<file path="config.mk">
export PLATFORM = sky130hd
export DESIGN_NAME = mbus_layer_rx_frontend_flat
export DESIGN_NICKNAME = d
export VERILOG_FILES = /design/src/rtl/mbus_rx_pkg.sv /design/src/rtl/mbus_layer_rx_frontend_if.sv /design/src/rtl/mbus_rx_fifo.sv /design/src/rtl/mbus_layer_rx_frontend.sv /design/src/flat_wrapper.sv
export SDC_FILE = /design/constraint.sdc
export NUM_CORES = 1
export LEC_CHECK = 0
export CORE_MARGIN = 8
export CORE_UTILIZATION = 30
export CTS_CLUSTER_DIAMETER = 200
export DETAILED_ROUTE_END_ITERATION = 10
export GPL_TIMING_DRIVEN = 1
export HOLD_SLACK_MARGIN = 0.03
export SYNTH_ARGS = -nofsm -noshare
export SYNTH_HDL_FRONTEND = slang
export SYNTH_SLANG_ARGS = --single-unit
</file>
<file path="constraint.sdc">
create_clock -name CLK_EXT -period 4.9 [get_ports CLK_EXT]
set_input_delay 0.49 -clock CLK_EXT [delete_from_list [all_inputs] [get_ports CLK_EXT]]
set_output_delay 0.49 -clock CLK_EXT [all_outputs]
set_load 0.01 [all_outputs]
</file>
<file path="src/rtl/mbus_rx_pkg.sv">
// Shared types for the mbus layer RX front end: FIFO entry layout,
// handshake FSM state encoding and the legal synchroniser depth range.
package mbus_rx_pkg;

    // Widest address/data an entry can carry; the front end zero-extends
    // narrower buses into these fields and truncates on the way out.
    localparam int RX_ADDR_W = 32;
    localparam int RX_DATA_W = 32;

    // Legal range of the NODE_RX_REQ / NODE_TX_ACK synchroniser depth.
    localparam int SYNC_STAGES_MIN = 2;
    localparam int SYNC_STAGES_MAX = 4;

    typedef struct packed {
        logic [RX_ADDR_W-1:0] addr;
        logic [RX_DATA_W-1:0] data;
        logic                 broadcast;
        logic                 pend;
        logic                 fail;
    } rx_entry_t;

    typedef enum logic [1:0] {
        RX_IDLE       = 2'd0,
        RX_DECIDE     = 2'd1,
        RX_WAIT_SPACE = 2'd2,
        RX_ACK        = 2'd3
    } rx_state_e;

    // Keep an out-of-range synchroniser depth inside the supported range.
    function automatic int clamp_sync_stages(input int n);
        if (n < SYNC_STAGES_MIN) return SYNC_STAGES_MIN;
        if (n > SYNC_STAGES_MAX) return SYNC_STAGES_MAX;
        return n;
    endfunction

endpackage

</file>
<file path="src/rtl/mbus_layer_rx_frontend_if.sv">
// Node-side RX handshake and host-side RX stream of the layer front end.
// slave: the front end itself; master: the node/host environment.
interface mbus_layer_rx_frontend_if #(
    parameter int ADDR_WIDTH = 32,
    parameter int DATA_WIDTH = 32
);
    logic                  NODE_RX_REQ;
    logic [ADDR_WIDTH-1:0] NODE_RX_ADDR;
    logic [DATA_WIDTH-1:0] NODE_RX_DATA;
    logic                  NODE_RX_BROADCAST;
    logic                  NODE_RX_PEND;
    logic                  NODE_RX_FAIL;
    logic                  NODE_RX_ACK;

    logic                  HOST_RX_VALID;
    logic                  HOST_RX_READY;
    logic [ADDR_WIDTH-1:0] HOST_RX_ADDR;
    logic [DATA_WIDTH-1:0] HOST_RX_DATA;
    logic                  HOST_RX_BROADCAST;
    logic                  HOST_RX_PEND;
    logic                  HOST_RX_FAIL;

    modport slave (
        input  NODE_RX_REQ, NODE_RX_ADDR, NODE_RX_DATA,
        input  NODE_RX_BROADCAST, NODE_RX_PEND, NODE_RX_FAIL,
        output NODE_RX_ACK,
        output HOST_RX_VALID, HOST_RX_ADDR, HOST_RX_DATA,
        output HOST_RX_BROADCAST, HOST_RX_PEND, HOST_RX_FAIL,
        input  HOST_RX_READY
    );

    modport master (
        output NODE_RX_REQ, NODE_RX_ADDR, NODE_RX_DATA,
        output NODE_RX_BROADCAST, NODE_RX_PEND, NODE_RX_FAIL,
        input  NODE_RX_ACK,
        input  HOST_RX_VALID, HOST_RX_ADDR, HOST_RX_DATA,
        input  HOST_RX_BROADCAST, HOST_RX_PEND, HOST_RX_FAIL,
        output HOST_RX_READY
    );
endinterface

</file>
<file path="src/rtl/mbus_rx_fifo.sv">
// Synchronous FIFO of rx_entry_t. The head entry is held in a register so
// it keeps the last value shown once the FIFO drains.
module mbus_rx_fifo
    import mbus_rx_pkg::*;
#(
    parameter int DEPTH = 4
) (
    input  logic                   clk_i,
    input  logic                   rst_i,
    input  logic                   push_i,
    input  rx_entry_t              push_data_i,
    input  logic                   pop_i,
    output rx_entry_t              head_o,
    output logic                   full_o,
    output logic                   empty_o,
    output logic [$clog2(DEPTH):0] level_o
);
    localparam int PW = $clog2(DEPTH);
    localparam int LW = PW + 1;

    rx_entry_t         mem_q [DEPTH];
    rx_entry_t         head_q, head_d;
    logic [PW-1:0]     wr_ptr_q, rd_ptr_q, rd_ptr_d;
    logic [LW-1:0]     level_q, level_d;
    logic              push_en, pop_en;

    // Qualify push/pop against the registered level and work out the next head.
    always_comb begin
        push_en  = push_i && (level_q != LW'(DEPTH));
        pop_en   = pop_i && (level_q != '0);
        level_d  = level_q + LW'(push_en) - LW'(pop_en);
        rd_ptr_d = rd_ptr_q + PW'(pop_en);
        head_d   = head_q;
        if (level_d != '0) begin
            // Nothing left behind the popped entry: the new head is the word being pushed.
            if ((level_q - LW'(pop_en)) == '0) head_d = push_data_i;
            else                               head_d = mem_q[rd_ptr_d];
        end
    end

    // Pointers, level and head register.
    always_ff @(posedge clk_i) begin
        if (rst_i) begin
            wr_ptr_q <= '0;
            rd_ptr_q <= '0;
            level_q  <= '0;
            head_q   <= '0;
        end else begin
            if (push_en) wr_ptr_q <= wr_ptr_q + PW'(1);
            rd_ptr_q <= rd_ptr_d;
            level_q  <= level_d;
            head_q   <= head_d;
        end
    end

    // Entry storage; contents are only meaningful behind a valid pointer.
    always_ff @(posedge clk_i) begin
        if (push_en) mem_q[wr_ptr_q] <= push_data_i;
    end

    assign head_o  = head_q;
    assign full_o  = (level_q == LW'(DEPTH));
    assign empty_o = (level_q == '0);
    assign level_o = level_q;

endmodule

</file>
<file path="src/rtl/mbus_layer_rx_frontend.sv">
// CLK_EXT-domain front end between mbus_node RX/TX-ack and the layer host.
// Synchronises RX_REQ / TX_ACK, drops broadcast words on masked channels
// (auto-acked) and queues the rest so the node is released early.
// Optional build macro MBUS_RX_STATS_EN adds filter/stall counters.
module mbus_layer_rx_frontend
    import mbus_rx_pkg::*;
#(
    parameter int ADDR_WIDTH  = 32,
    parameter int DATA_WIDTH  = 32,
    parameter int FUNC_WIDTH  = 4,
    parameter int SYNC_STAGES = 2,
    parameter int FIFO_DEPTH  = 4
) (
    input  logic                          CLK_EXT,
    input  logic                          RESET,
    input  logic                          MASTER_EN,
    input  logic [2**FUNC_WIDTH-1:0]      FILTER_MASK,
    input  logic                          NODE_TX_ACK,
    output logic                          TX_ACK,
    output logic [$clog2(FIFO_DEPTH):0]   FIFO_LEVEL,
`ifdef MBUS_RX_STATS_EN
    input  logic                          STATS_CLR,
    output logic [15:0]                   FILTER_CNT,
    output logic [15:0]                   STALL_CNT,
`endif
    mbus_layer_rx_frontend_if.slave       bus
);
    localparam int SYNC_N = clamp_sync_stages(SYNC_STAGES);

    localparam logic [1:0] ST_IDLE       = RX_IDLE;
    localparam logic [1:0] ST_DECIDE     = RX_DECIDE;
    localparam logic [1:0] ST_WAIT_SPACE = RX_WAIT_SPACE;
    localparam logic [1:0] ST_ACK        = RX_ACK;

    logic [SYNC_N-1:0] req_sync_q;
    logic [SYNC_N-1:0] txa_sync_q;
    logic              req_s;

    logic [1:0]        state_q, state_d;
    logic              ack_q, ack_d;
    logic              push;
    logic              drop;
    logic              drop_evt;
    logic              stall_evt;

    rx_entry_t         in_entry;
    rx_entry_t         head;
    logic              fifo_full;
    logic              fifo_empty;

    // Counter increment that sticks at all-ones.
    function automatic logic [15:0] sat_inc16(input logic [15:0] v);
        return (v == 16'hFFFF) ? v : v + 16'd1;
    endfunction

    // Two independent flop chains for the asynchronous node strobes.
    always_ff @(posedge CLK_EXT) begin
        if (RESET) begin
            req_sync_q <= '0;
            txa_sync_q <= '0;
        end else begin
            req_sync_q <= {req_sync_q[SYNC_N-2:0], bus.NODE_RX_REQ};
            txa_sync_q <= {txa_sync_q[SYNC_N-2:0], NODE_TX_ACK};
        end
    end

    assign req_s  = req_sync_q[SYNC_N-1];
    assign TX_ACK = txa_sync_q[SYNC_N-1];

    // FAIL words always reach the host so failures are never hidden.
    assign drop = MASTER_EN & bus.NODE_RX_BROADCAST & ~bus.NODE_RX_FAIL &
                  FILTER_MASK[bus.NODE_RX_ADDR[FUNC_WIDTH-1:0]];

    assign in_entry.addr      = RX_ADDR_W'(bus.NODE_RX_ADDR);
    assign in_entry.data      = RX_DATA_W'(bus.NODE_RX_DATA);
    assign in_entry.broadcast = bus.NODE_RX_BROADCAST;
    assign in_entry.pend      = bus.NODE_RX_PEND;
    assign in_entry.fail      = bus.NODE_RX_FAIL;

    // Four-phase handshake: decide drop/push, stall while full, wait for req release.
    always_comb begin
        state_d   = state_q;
        ack_d     = ack_q;
        push      = 1'b0;
        drop_evt  = 1'b0;
        stall_evt = 1'b0;
        case (state_q)
            ST_IDLE: begin
                if (req_s) state_d = ST_DECIDE;
            end
            ST_DECIDE: begin
                if (drop) begin
                    drop_evt = 1'b1;
                    ack_d    = 1'b1;
                    state_d  = ST_ACK;
                end else if (!fifo_full) begin
                    push    = 1'b1;
                    ack_d   = 1'b1;
                    state_d = ST_ACK;
                end else begin
                    state_d = ST_WAIT_SPACE;
                end
            end
            ST_WAIT_SPACE: begin
                stall_evt = 1'b1;
                if (!fifo_full) begin
                    push    = 1'b1;
                    ack_d   = 1'b1;
                    state_d = ST_ACK;
                end
            end
            ST_ACK: begin
                if (!req_s) begin
                    ack_d   = 1'b0;
                    state_d = ST_IDLE;
                end
            end
            default: begin
                ack_d   = 1'b0;
                state_d = ST_IDLE;
            end
        endcase
    end

    // Handshake state and registered ack.
    always_ff @(posedge CLK_EXT) begin
        if (RESET) begin
            state_q <= ST_IDLE;
            ack_q   <= 1'b0;
        end else begin
            state_q <= state_d;
            ack_q   <= ack_d;
        end
    end

    assign bus.NODE_RX_ACK = ack_q;

    mbus_rx_fifo #(
        .DEPTH (FIFO_DEPTH)
    ) u_fifo (
        .clk_i       (CLK_EXT),
        .rst_i       (RESET),
        .push_i      (push),
        .push_data_i (in_entry),
        .pop_i       (bus.HOST_RX_READY),
        .head_o      (head),
        .full_o      (fifo_full),
        .empty_o     (fifo_empty),
        .level_o     (FIFO_LEVEL)
    );

    assign bus.HOST_RX_VALID     = ~fifo_empty;
    assign bus.HOST_RX_ADDR      = head.addr[ADDR_WIDTH-1:0];
    assign bus.HOST_RX_DATA      = head.data[DATA_WIDTH-1:0];
    assign bus.HOST_RX_BROADCAST = head.broadcast;
    assign bus.HOST_RX_PEND      = head.pend;
    assign bus.HOST_RX_FAIL      = head.fail;

`ifdef MBUS_RX_STATS_EN
    logic [15:0] filter_cnt_q;
    logic [15:0] stall_cnt_q;

    // Saturating statistics; STATS_CLR wins over a same-cycle increment.
    always_ff @(posedge CLK_EXT) begin
        if (RESET || STATS_CLR) begin
            filter_cnt_q <= '0;
            stall_cnt_q  <= '0;
        end else begin
            if (drop_evt)  filter_cnt_q <= sat_inc16(filter_cnt_q);
            if (stall_evt) stall_cnt_q  <= sat_inc16(stall_cnt_q);
        end
    end

    assign FILTER_CNT = filter_cnt_q;
    assign STALL_CNT  = stall_cnt_q;
`else
    logic unused_stats;
    assign unused_stats = ^{drop_evt, stall_evt, sat_inc16(16'h0000)};
`endif

endmodule

</file>
<file path="src/flat_wrapper.sv">
// flat-port wrapper written by rule: the top's interface ports become plain ports
module mbus_layer_rx_frontend_flat import mbus_rx_pkg::*;
#(
    parameter int ADDR_WIDTH  = 32,
    parameter int DATA_WIDTH  = 32,
    parameter int FUNC_WIDTH  = 4,
    parameter int SYNC_STAGES = 2,
    parameter int FIFO_DEPTH  = 4
)
  (CLK_EXT, RESET, MASTER_EN, FILTER_MASK, NODE_TX_ACK, TX_ACK, FIFO_LEVEL, bus_NODE_RX_REQ, bus_NODE_RX_ADDR, bus_NODE_RX_DATA, bus_NODE_RX_BROADCAST, bus_NODE_RX_PEND, bus_NODE_RX_FAIL, bus_NODE_RX_ACK, bus_HOST_RX_VALID, bus_HOST_RX_ADDR, bus_HOST_RX_DATA, bus_HOST_RX_BROADCAST, bus_HOST_RX_PEND, bus_HOST_RX_FAIL, bus_HOST_RX_READY);
  mbus_layer_rx_frontend_if #(.ADDR_WIDTH(ADDR_WIDTH), .DATA_WIDTH(DATA_WIDTH)) bus_i ();
  input  logic CLK_EXT;
  input  logic RESET;
  input  logic MASTER_EN;
  input  logic [2**FUNC_WIDTH-1:0] FILTER_MASK;
  input  logic NODE_TX_ACK;
  output logic TX_ACK;
  output logic [$clog2(FIFO_DEPTH):0] FIFO_LEVEL;
  input wire logic [$bits(bus_i.NODE_RX_REQ)-1:0] bus_NODE_RX_REQ;
  input wire logic [$bits(bus_i.NODE_RX_ADDR)-1:0] bus_NODE_RX_ADDR;
  input wire logic [$bits(bus_i.NODE_RX_DATA)-1:0] bus_NODE_RX_DATA;
  input wire logic [$bits(bus_i.NODE_RX_BROADCAST)-1:0] bus_NODE_RX_BROADCAST;
  input wire logic [$bits(bus_i.NODE_RX_PEND)-1:0] bus_NODE_RX_PEND;
  input wire logic [$bits(bus_i.NODE_RX_FAIL)-1:0] bus_NODE_RX_FAIL;
  output wire logic [$bits(bus_i.NODE_RX_ACK)-1:0] bus_NODE_RX_ACK;
  output wire logic [$bits(bus_i.HOST_RX_VALID)-1:0] bus_HOST_RX_VALID;
  output wire logic [$bits(bus_i.HOST_RX_ADDR)-1:0] bus_HOST_RX_ADDR;
  output wire logic [$bits(bus_i.HOST_RX_DATA)-1:0] bus_HOST_RX_DATA;
  output wire logic [$bits(bus_i.HOST_RX_BROADCAST)-1:0] bus_HOST_RX_BROADCAST;
  output wire logic [$bits(bus_i.HOST_RX_PEND)-1:0] bus_HOST_RX_PEND;
  output wire logic [$bits(bus_i.HOST_RX_FAIL)-1:0] bus_HOST_RX_FAIL;
  input wire logic [$bits(bus_i.HOST_RX_READY)-1:0] bus_HOST_RX_READY;
  assign bus_i.NODE_RX_REQ = bus_NODE_RX_REQ;
  assign bus_i.NODE_RX_ADDR = bus_NODE_RX_ADDR;
  assign bus_i.NODE_RX_DATA = bus_NODE_RX_DATA;
  assign bus_i.NODE_RX_BROADCAST = bus_NODE_RX_BROADCAST;
  assign bus_i.NODE_RX_PEND = bus_NODE_RX_PEND;
  assign bus_i.NODE_RX_FAIL = bus_NODE_RX_FAIL;
  assign bus_NODE_RX_ACK = bus_i.NODE_RX_ACK;
  assign bus_HOST_RX_VALID = bus_i.HOST_RX_VALID;
  assign bus_HOST_RX_ADDR = bus_i.HOST_RX_ADDR;
  assign bus_HOST_RX_DATA = bus_i.HOST_RX_DATA;
  assign bus_HOST_RX_BROADCAST = bus_i.HOST_RX_BROADCAST;
  assign bus_HOST_RX_PEND = bus_i.HOST_RX_PEND;
  assign bus_HOST_RX_FAIL = bus_i.HOST_RX_FAIL;
  assign bus_i.HOST_RX_READY = bus_HOST_RX_READY;
  mbus_layer_rx_frontend #(.ADDR_WIDTH(ADDR_WIDTH), .DATA_WIDTH(DATA_WIDTH), .FUNC_WIDTH(FUNC_WIDTH), .SYNC_STAGES(SYNC_STAGES), .FIFO_DEPTH(FIFO_DEPTH)) u_core (.CLK_EXT(CLK_EXT), .RESET(RESET), .MASTER_EN(MASTER_EN), .FILTER_MASK(FILTER_MASK), .NODE_TX_ACK(NODE_TX_ACK), .TX_ACK(TX_ACK), .FIFO_LEVEL(FIFO_LEVEL), .bus(bus_i));
endmodule
</file>
==> Yosys cells after proc, flatten, opt, wreduce, memory -nomap -nowiden <==
Memories as Yosys holds them, arrays and structs flattened.
Index checks and enable logic that the tools add are counted.
{ "op_classes": {"n_addsub": 5, "n_lt_le_gt_ge": 1, "eq_ne": 8, "n_mux": 18, "bitwise_logic": 5, "reduce_logical": 10} }
{ "ops": {"columns": ["operator", "count"], "rows": [
  ["2-to-1 mux 67 bit", 1],
  ["2-to-1 mux 1 bit", 9],
  ["nonzero test 3 bit", 3],
  ["2-to-1 mux 2 bit", 4],
  ["one-hot mux 2 bit (4 select lines)", 1],
  ["zero test 3 bit", 2],
  ["subtractor 3 x 1 -> 3 bit", 2],
  ["< comparator 4 x 5 -> 1 bit (second input constant)", 1],
  ["binary-select mux 1 bit (select 4 bit)", 1],
  ["== test 2 bit (second input constant)", 2],
  ["!= test 2 bit (second input constant)", 2],
  ["adder 3 x 1 -> 3 bit", 1],
  ["bitwise AND 1 bit", 3],
  ["== test 3 bit (second input constant)", 1],
  ["!= test 3 bit (second input constant)", 1],
  ["one-hot mux 1 bit (3 select lines)", 1],
  ["AND reduction 3 bit", 1],
  ["adder 2 x 1 -> 2 bit", 1],
  ["adder 2 x 1 -> 2 bit (second input constant)", 1],
  ["== test 2 x 1 -> 1 bit (second input constant)", 1],
  ["logical AND 1 bit", 2],
  ["zero test 2 bit", 1],
  ["!= test 2 x 1 -> 1 bit (second input constant)", 1],
  ["NOT 1 bit", 2],
  ["other kinds (2)", 2]
]} }
{ "totals": {"regBits": 81, "ram_bits": 268, "in_bits": 89, "out_inout_bits": 73, "elab_cells": 60, "memories": 1} }
{ "memory_table": {"columns": ["name", "depth", "word_bits", "rd", "rd_ports_with_merged_regs", "wr", "line_no", "text"], "rows": [
  ["u_core.u_fifo.mem_q", 4, 67, 1, 0, 1, "mbus_rx_fifo.sv:21", "rx_entry_t mem_q [DEPTH];"]
]} }

==> Depth between registers and ports, before layout <==
Gate-level depths: netlist of run 1.
{ "depth": {"word_depth": 9, "depth_mapped": 17, "depth_no_buf": 15} }

==> By module <==
From an unflattened synthesis of run 1, not the netlist that was laid out.
{ "unflattened": {"cells_unflattened": 830, "area_unflattened_um2": 13653.1} }
{ "by_module_without_submodules": {"columns": ["module", "n_inst", "cells_per_inst", "area_each_um2", "seq_area_each_um2"], "rows": [
  ["mbus_rx_fifo", 1, 770, 13105.1, 9529.1],
  ["mbus_layer_rx_frontend", 1, 60, 548.0, 140.1]
]} }

==> Worst setup path after synthesis of run 1 <==
OpenSTA, ideal clock, no wires.
{ "synth_path": {"path_kind": "input to register", "start": "in bus_NODE_RX_ADDR[0]", "end": "reg u_core.u_fifo.head_q (netlist bit u_core.u_fifo.head_o[0])", "setup_ns": 0.086, "arrival_time_ns": 3.903, "required_ns": 4.814, "setup_slack_ns": 0.912, "stages": 17, "n_path_buf": 4, "path_cell_list": "buf_6 -> mux2_4 -> o22a_1 -> and4_4 -> nor4_4 -> inv_1 -> ha_1 -> inv_1 -> ha_1 -> fa_1 -> xor2_1 -> xnor2_1 -> or3_1 -> clkbuf_1 -> buf_2 -> buf_2 -> a211oi_1"} }
{ "synth_via": {"elab_chain_cells": 9} }
{ "synth_rtl": {"columns": ["element", "line_no", "text"], "rows": [
  ["start: declaration", "flat_wrapper.sv:20", "input wire logic [$bits(bus_i.NODE_RX_ADDR)-1:0] bus_NODE_RX_ADDR;"],
  ["binary-select mux 1 bit (select 4 bit)", "mbus_layer_rx_frontend.sv:72", "FILTER_MASK[bus.NODE_RX_ADDR[FUNC_WIDTH-1:0]];"],
  ["2-to-1 mux 1 bit (implied by the code)", "mbus_layer_rx_frontend.sv:72", null],
  ["bitwise AND 1 bit", "mbus_layer_rx_frontend.sv:71", "assign drop = MASTER_EN & bus.NODE_RX_BROADCAST & ~bus.NODE_RX_FAIL &"],
  ["2-to-1 mux 1 bit", "mbus_layer_rx_frontend.sv:92", "if (drop) begin"],
  ["one-hot mux 1 bit (2 select lines)", "mbus_layer_rx_frontend.sv:87", "case (state_q)"],
  ["logical AND 1 bit", "mbus_rx_fifo.sv:29", "push_en = push_i && (level_q != LW'(DEPTH));"],
  ["adder 3 x 1 -> 3 bit", "mbus_rx_fifo.sv:31", "level_d = level_q + LW'(push_en) - LW'(pop_en);"],
  ["subtractor 3 x 1 -> 3 bit", "mbus_rx_fifo.sv:31", null],
  ["nonzero test 3 bit", "mbus_rx_fifo.sv:34", "if (level_d != '0) begin"],
  ["end signal: assignment", "mbus_rx_fifo.sv:47", "head_q <= '0;"],
  ["end signal: assignment", "mbus_rx_fifo.sv:52", "head_q <= head_d;"],
  ["end: declaration", "mbus_rx_fifo.sv:22", "rx_entry_t head_q, head_d;"]
]} }
Every way passes these cells. The select of a mux whose other input is x is not followed.
A chain may end at the register's enable or synchronous reset.

==> Worst setup path after layout of run 1 <==
{ "layout_path": {"start": "in bus_NODE_RX_ADDR[0]", "end": "reg u_core.u_fifo.head_q (netlist bit u_core.u_fifo.head_o[28])"} }
Same word-level chain as after synthesis.

==> results.md, run 1 <==
- Status: completed
- Top post-synthesis cells by area: edfxtp_1 59%, dfxtp_1 12%, mux4_2 11%
- Initial drt markers: 486
- Setup bufs post-CTS: 0
- VDD IR-drop max: 0.676 mV
- Synth Area per Inst: 17.8 µm²
- Detail Placement HPWL: 18.5 mm
- Clock net sink count: 349
- Combinational share of power: 0.405
- Synth cell types: 37
- H-tree levels: 2
- Synthesized area: 13500 µm²
- PostCTS Resize Cnt: 0
- Total power: 11.3 mW
- FFs w/ async S/R, synth: 0
- Startpoint types: input pin
- CP Class: input pin to flop
- Switch Pwr: 3.67 mW
- Cell count after synthesis: 760
- Largest fanout on the critical path: 68
- Fill cells: 4142
- Initial antenna violation count: 0
- Commonest cells in the netlist: 268 x edfxtp_1, 81 x dfxtp_1, 74 x nor2_1
- Sw frac: 0.325
- WP buf/inv: 4
- Final clock skew: 0.0147 ns
- Endpoints failing hold: 0
- Buffers on Ports: 161
- Clock share of power: 0.252
- Worst hold path type: flop to flop
- Setup TNS: 0 ns
- Area of the multi-input gates: 3690 µm²
- Largest net degree at the start of global routing: 69
- Clock root cell: clkbuf_16
- EDFF count, synth: 268
- CTS tree: built
- Synth Register Bits: 349
- Clk_lat worst skew: 0.53 ns
- Yosys top cell area share: 0.594
- Placer Congestion: 0.666
- Max Transition Viols Final: 0
- Die area: 52200 µm²
- Top-count cell post-synth: edfxtp_1
- Final period util: 0.814
- Worst path slowest cell: clkdlybuf4s50_1
- Cell taking the most area after synthesis: edfxtp_1
- GR Overflow Total: 0
- Sequential area share after synthesis: 0.714
- Slew @ Worst Pin: 0.755 ns
- Diodes inserted: 0
- CP top delay family: simple AND/OR/NAND/NOR gates
- Sequential power share: 0.343
- IO Pins: 162
- Leakage: 5.90 nW
- Post-layout min period: 3.99 ns
- Setup crit end kind: flop
- Maxcap violations: 0
- Main synth FF type: edfxtp_1
- Post-route antenna net violation count: 0
- Slowest Stage Delay on Critical Path: 0.66 ns
- P_int: 7.64 mW
- Clock slew at reported path FFs: 0.06 ns
- RSZ-0062 raised after global routing: false
- # setup viols final: 0
- Hold buffers post-CTS: 0
- Fmax: 251 MHz
- CTS Buf Count: 38
- Vias per inst: 4.61
- GRT Resource Usage Total: 0.117
- Die Y: 229 µm
- Power Dens Cells: 655 nW/µm²
- DR DRC count: 0
- Final Net Count: 1037
- Core area: 45000 µm²
- Placement Rows: 78
- CTS max path bufs: 3
- Area Overhead vs Synth: 27.6%
- Layout cells sized above 1: 0.164
- Vias in the first global route: 7854
- Slew HR: 0.497
- Net count after synthesis: 863
- Initial Util: 0.301
- Synth warn: 0
- DIE WIDTH: 229 µm
- FF/Latch Area: 9670 µm²
- Critical Path RT: 5.27 ns
- Crit path arrival time: 4.36 ns
- First-pass detailed-route iteration total: 4
- CP Cell Sequence: clkdlybuf4s50_1 > mux2_1 > o22a_1 > and3_4 > nor4_4 > inv_1 > ha_1 > inv_1 > ha_1 > fa_1 > xor2_1 > xnor2_1 > or3_4 > buf_12 > nor2_1 > a211oi_1
- WL per Instance: 19.6 µm
- Routed WL: 30.6 mm
- Via count: 7202
- First-pass GRT wire length: 47.6 mm
[worst reg2reg max path: stages (launching register included)]
cell,delay (ns)
dfxtp_1,0.36
inv_1,0.12
ha_1,0.24
nor2_1,0.09
and4_4,0.19
nor4_4,0.33
inv_1,0.08
ha_1,0.28
inv_1,0.04
ha_1,0.18
fa_1,0.40
xor2_1,0.16
xnor2_1,0.14
or3_4,0.37
buf_12,0.20
nor2_1,0.19
a211oi_1,0.06
[metrics by stage]
stage | hold WS, ns | cell area (µm²) | setup slack (ns) | util | instances
finish | 0.459 | 17300 | 0.913 | 0.384 | 1563
global route | 0.469 | 17300 | 0.628 | 0.384 | 1563
CTS | 0.464 | 17300 | 0.903 | 0.384 | 1563
detailed placement | 0.455 | 16000 | 0.320 | 0.356 | 1494
global placement | 0.447 | 16000 | 0.339 | 0.356 | 1494
floorplan | 0.414 | 13500 | 0.912 | - | 760
[state kept, by name, indices dropped and copies added, names as in the netlist]
name and cells:
u_core.u_fifo.mem_q 268, u_core.u_fifo.head_o 67, u_core.u_fifo.level_o 3, u_core.req_sync_q 2
u_core.state_q 2, u_core.txa_sync_q 2, u_core.u_fifo.rd_ptr_q 2, u_core.u_fifo.wr_ptr_q 2
u_core.bus.NODE_RX_ACK 1
[layout by cell type (no fill, tap or decap), drive strengths merged, types with 9 or more instances in the layout]
master         synthesis  routed
edfxtp               268     268
clkdlybuf4s50          0     160
dfxtp                 81      81
nor2                  74      74
mux2i                 73      73
a211oi                68      68
mux4                  67      67
clkbuf                25      55
buf                   22      21
ha                    13      13
nor2b                 11      11
inv                   10      11
clkinv                 0       9
[final cells by class]
type                       count  share of cell area
clock buffer                  55              0.0647
inverter                      10             0.00217
clock inverter                14             0.00847
timing repair buffer         181               0.108
tap                          600              0.0434
sequential                   349               0.559
multi-input combinational    354               0.213
[routing by layer]
metal | track usage | wire [µm]
met1 | 0.142 | 13200
met2 | 0.200 | 15300
met4 | 0.0379 | 622
met5 | 0 | 0
met3 | 0.0295 | 1430
[worst paths after layout]
| path | slack (ns) | endpoint | from | cells after the start |
|---|---|---|---|---|
| setup / recovery | 0.91 | u_core.u_fifo.head_o[28] | bus_NODE_RX_ADDR[0] | 16 |
| setup reg to reg | 1.31 | u_core.u_fifo.head_o[28] | u_core.state_q[0] | 16 |
| hold reg to reg | 0.46 | u_core.req_sync_q[1] | u_core.req_sync_q[0] | 1 |
| hold / removal | 0.46 | u_core.req_sync_q[1] | u_core.req_sync_q[0] | 1 |
[power by group through the flow]
stage / clock [mW] / combinational (mW) / sequential (mW)
after floorplan: 0 / 3.06 / 4.02
after global placement: 0 / 4.65 / 3.94
after detailed placement: 0 / 4.69 / 3.95
after CTS: 2.96 / 4.70 / 3.89
after global routing: 3.06 / 5.06 / 3.94
final: 2.85 / 4.58 / 3.88
[kinds of logic after synthesis]
family,share of synthesized area
AO/OA/AOI/OAI,0.0439
XOR/XNOR,0.00259
adder cells (fa/ha/maj),0.0135
buffers and inverters,0.0185
flip-flops,0.714
multiplexers,0.170
AND/OR/NAND/NOR,0.0380
No activity file was read; power rests on OpenSTA's default activity.
==> run 2: changes to the inputs <==
==> constraint.sdc (replaced) <==
create_clock -name CLK_EXT -period 3.6 [get_ports CLK_EXT]
set_input_delay 0.36 -clock CLK_EXT [delete_from_list [all_inputs] [get_ports CLK_EXT]]
set_output_delay 0.36 -clock CLK_EXT [all_outputs]
set_load 0.01 [all_outputs]
==> run 2 against run 1 <==
  * Power increased by 45%
  * Cell count up 1.7%
  * Via count increased by 2.7%
  * Combinational power rose by 60%
  * Wire length increased by 6.8%
  * Critical path depth rose by 2
  * Highest routed layer is now met5
  * First-iteration DRC count decreased by 15%
  * Die area is the same
  * Largest cell class unchanged
==> results.md, run 2 (synthesized netlist as in run 1, its figures left out) <==
- Setup TNS: 0 ns (unchanged)
- Worst Setup EP: u_core.u_fifo.head_o[0]
- Setup Slack @ Placement: -0.652 ns (-0.972 ns)
- Die area: 52200 µm² (unchanged)
- H-tree levels: 2 (unchanged)
- Startpoint types: input pin
- Maxcap violations: 0 (unchanged)
- Crit path arrival time: 3.84 ns (-0.52 ns)
- Via count: 7397 (+2.7%)
- Layout cells sized above 1: 0.211 (+0.0470)
- Placer Congestion: 0.720 (+8.1%)
- Clock slew at reported path FFs: 0.06 ns (about the same)
- Post-route antenna net violation count: 0 (unchanged)
- Setup crit end kind: flop
- IO Pins: 162 (unchanged)
- P_int: 11.0 mW (+44%)
- First-pass GRT wire length: 49.8 mm (+4.6%)
- DR DRC count: 0 (unchanged)
- Fill cells: 4124 (-0.43%)
- Initial Util: 0.301 (unchanged)
- R2R Path End: u_core.u_fifo.head_o[0]
- Most frequent cells in the layout: 268 x edfxtp_1, 152 x clkdlybuf4s50_1, 80 x dfxtp_1
- Area after DPL: 16300 µm² (+1.6%)
- Placement Rows: 78 (unchanged)
- Switch Pwr: 5.48 mW (+49%)
- Hold buffers post-CTS: 0 (unchanged)
- Final period util: 0.965
- Power Dens Cells: 927 nW/µm² (+42%)
- Endpoints failing hold: 0 (unchanged)
- CP startpoint: bus_NODE_RX_ADDR[0]
- Combinational share of power: 0.447 (+0.042)
- Diodes inserted: 0 (unchanged)
- Clk_lat worst skew: 0.53 ns (about the same)
- WL per Instance: 20.5 µm (+5.0%)
- Met2 Usage GRT: 0.208 (+0.00858)
- Critical Path RT: 3.97 ns (-1.30 ns)
- Fmax: 288 MHz
- FF-to-FF Start: u_core.state_q[0]
- DIE WIDTH: 229 µm (unchanged)
- Setup WS post-layout: 0.127 ns (-0.787 ns)
- VDD IR-drop max: 0.530 mV (-22%)
- Largest net degree at the start of global routing: 70 (+1.4%)
- Slew @ Worst Pin: 0.972 ns (+0.217 ns)
- Buffers on Ports: 161 (unchanged)
- CTS tree: built
- CP Class: input pin to flop
- Post-Layout Cell Count: 1590 (+1.7%)
- Vias in the first global route: 7867 (+0.17%)
- Largest fanout on the critical path: 40 (-41%)
- Core area: 45000 µm² (unchanged)
- Sw frac: 0.333 (+0.00835)
- Clock root cell: clkbuf_16
- Detail Placement HPWL: 19.4 mm (+4.9%)
- Post-layout min period: 3.47 ns
- GRT Max-Usage Layer: met2
- Worst hold slack: 0.262 ns (-0.197 ns)
- HP Start: bus_NODE_RX_ADDR[1]
- Initial drt markers: 414 (-15%)
- Clock share of power: 0.233 (-0.019)
- GR Overflow Total: 0 (unchanged)
- Final Net Count: 1063 (+2.5%)
- Die Y: 229 µm (unchanged)
- Vias per inst: 4.65 (+0.96%)
- CTS max path bufs: 3 (unchanged)
- Worst hold path type: input pin to flop
- Area Overhead vs Synth: 31.1%
- Number of flip-flops in the largest register: 268 (unchanged)
- RSZ-0062 raised after global routing: false
- Leakage: 6.15 nW (+4.3%)
- Routed WL: 32.6 mm (+6.8%)
- First-pass detailed-route iteration total: 4 (unchanged)
- Clock net sink count: 349 (unchanged)
- Initial antenna violation count: 1 (+1)
- GRT Resource Usage Total: 0.124 (+0.00705)
- Slew HR: 0.352 (-0.145)
- Biggest register: u_core.u_fifo.mem_q
- Worst reg2reg path depth: 17 (+1)
- Worst reg2reg setup slack: 0.21 ns (-1.10 ns)
- # setup viols final: 0 (unchanged)
- Final clock skew: 0.0105 ns (-0.00422 ns)
- CTS Buf Count: 39 (+2.6%)
- Final instance area: 17800 µm² (+2.8%)
- GRT met3 Usage: 0.0352 (+0.00571)
- Most common cell after layout, fill and taps aside: edfxtp_1
- Sequential power share: 0.320 (-0.023)
- Status: completed
- Max Transition Viols Final: 0 (unchanged)
- Inst Count DP: 1510 (+1.1%)
- Met1 Use GR: 0.155 (+0.0132)
run 2: cell types whose count changed in the layout (fill, tap and decap cells not counted), moves of 3 or more:
cell             change
dlymetal6s2s_1       +5
buf_12               +8
clkinv_1             -3
buf_4               +10
nor2_2               +8
clkbuf_1             +4
buf_16               +3
clkdlybuf4s50_1      -8
nor2_1               -8
dlygate4sd2_1        +3
a211oi_1             -8
a211oi_2             +8
run 2: what timing repair did:
action / CTS / global route
setup buffers: 5 / 0
endpoints found under the setup margin: 41 / 67
resized for setup: 11 / 20
cloned: 3 / 1
pin swaps: 3 / 4
run 2: area by class of cell:
cell class | instances | area, µm² | area share
Timing Repair Buffer | 206 | 2260 | 0.127
Tap cell | 600 | 751 | 0.0423
Inverter | 10 | 37.5 | 0.00211
Clock inverter | 12 | 98.8 | 0.00557
Clock buffer | 59 | 1140 | 0.0645
Sequential cell | 349 | 9670 | 0.544
Multi-Input combinational cell | 354 | 3800 | 0.214
run 2: layer usage:
metal | up-vias | share of wire
met5 | - | 0.00025
met4 | 2 | 0.013
met3 | 39 | 0.053
met2 | 164 | 0.49
met1 | 3780 | 0.44
li1 | 3412 | -
run 2: worst max-delay path, stage by stage:
cell and delay [ns]:
dlygate4sd2_1 0.26, buf_12 0.14, mux2_4 0.29, o22a_1 0.22, and3_4 0.19, nor4_4 0.28
inv_1 0.08, ha_1 0.28, inv_1 0.04, ha_2 0.16, fa_2 0.33, xor2_1 0.16
xnor2_1 0.14, or3_4 0.39, buf_12 0.15, buf_12 0.16, nor2_1 0.13, a211oi_2 0.06
run 2: worst min path at each step:
stage                                            end  slack, ns  depth (start not counted)
after floorplan                 u_core.req_sync_q[1]       0.41                          1
after global placement          u_core.req_sync_q[1]       0.42                          1
after detailed placement        u_core.req_sync_q[1]       0.43                          1
after CTS                       u_core.txa_sync_q[0]       0.34                          2
after global routing      u_core.u_fifo.mem_q[2][36]       0.24                          2
final                     u_core.u_fifo.mem_q[2][36]       0.26                          2
run 2: power groups by stage:
stage          clock [mW]  combinational (mW)  sequential, mW
6_report             3.84                7.35            5.27
5_1_grt              4.13                7.95            5.35
4_1_cts              3.98                7.52            5.28
3_5_place_dp            0                6.71            5.35
3_3_place_gp            0                6.65            5.35
2_1_floorplan           0                4.47            5.46
run 2: through the flow:
step	power [mW]	utilization
floorplan	9.93	-
global placement	12.0	0.362
detailed placement	12.1	0.362
CTS	16.8	0.393
global route	17.4	0.395
finish	16.5	0.395
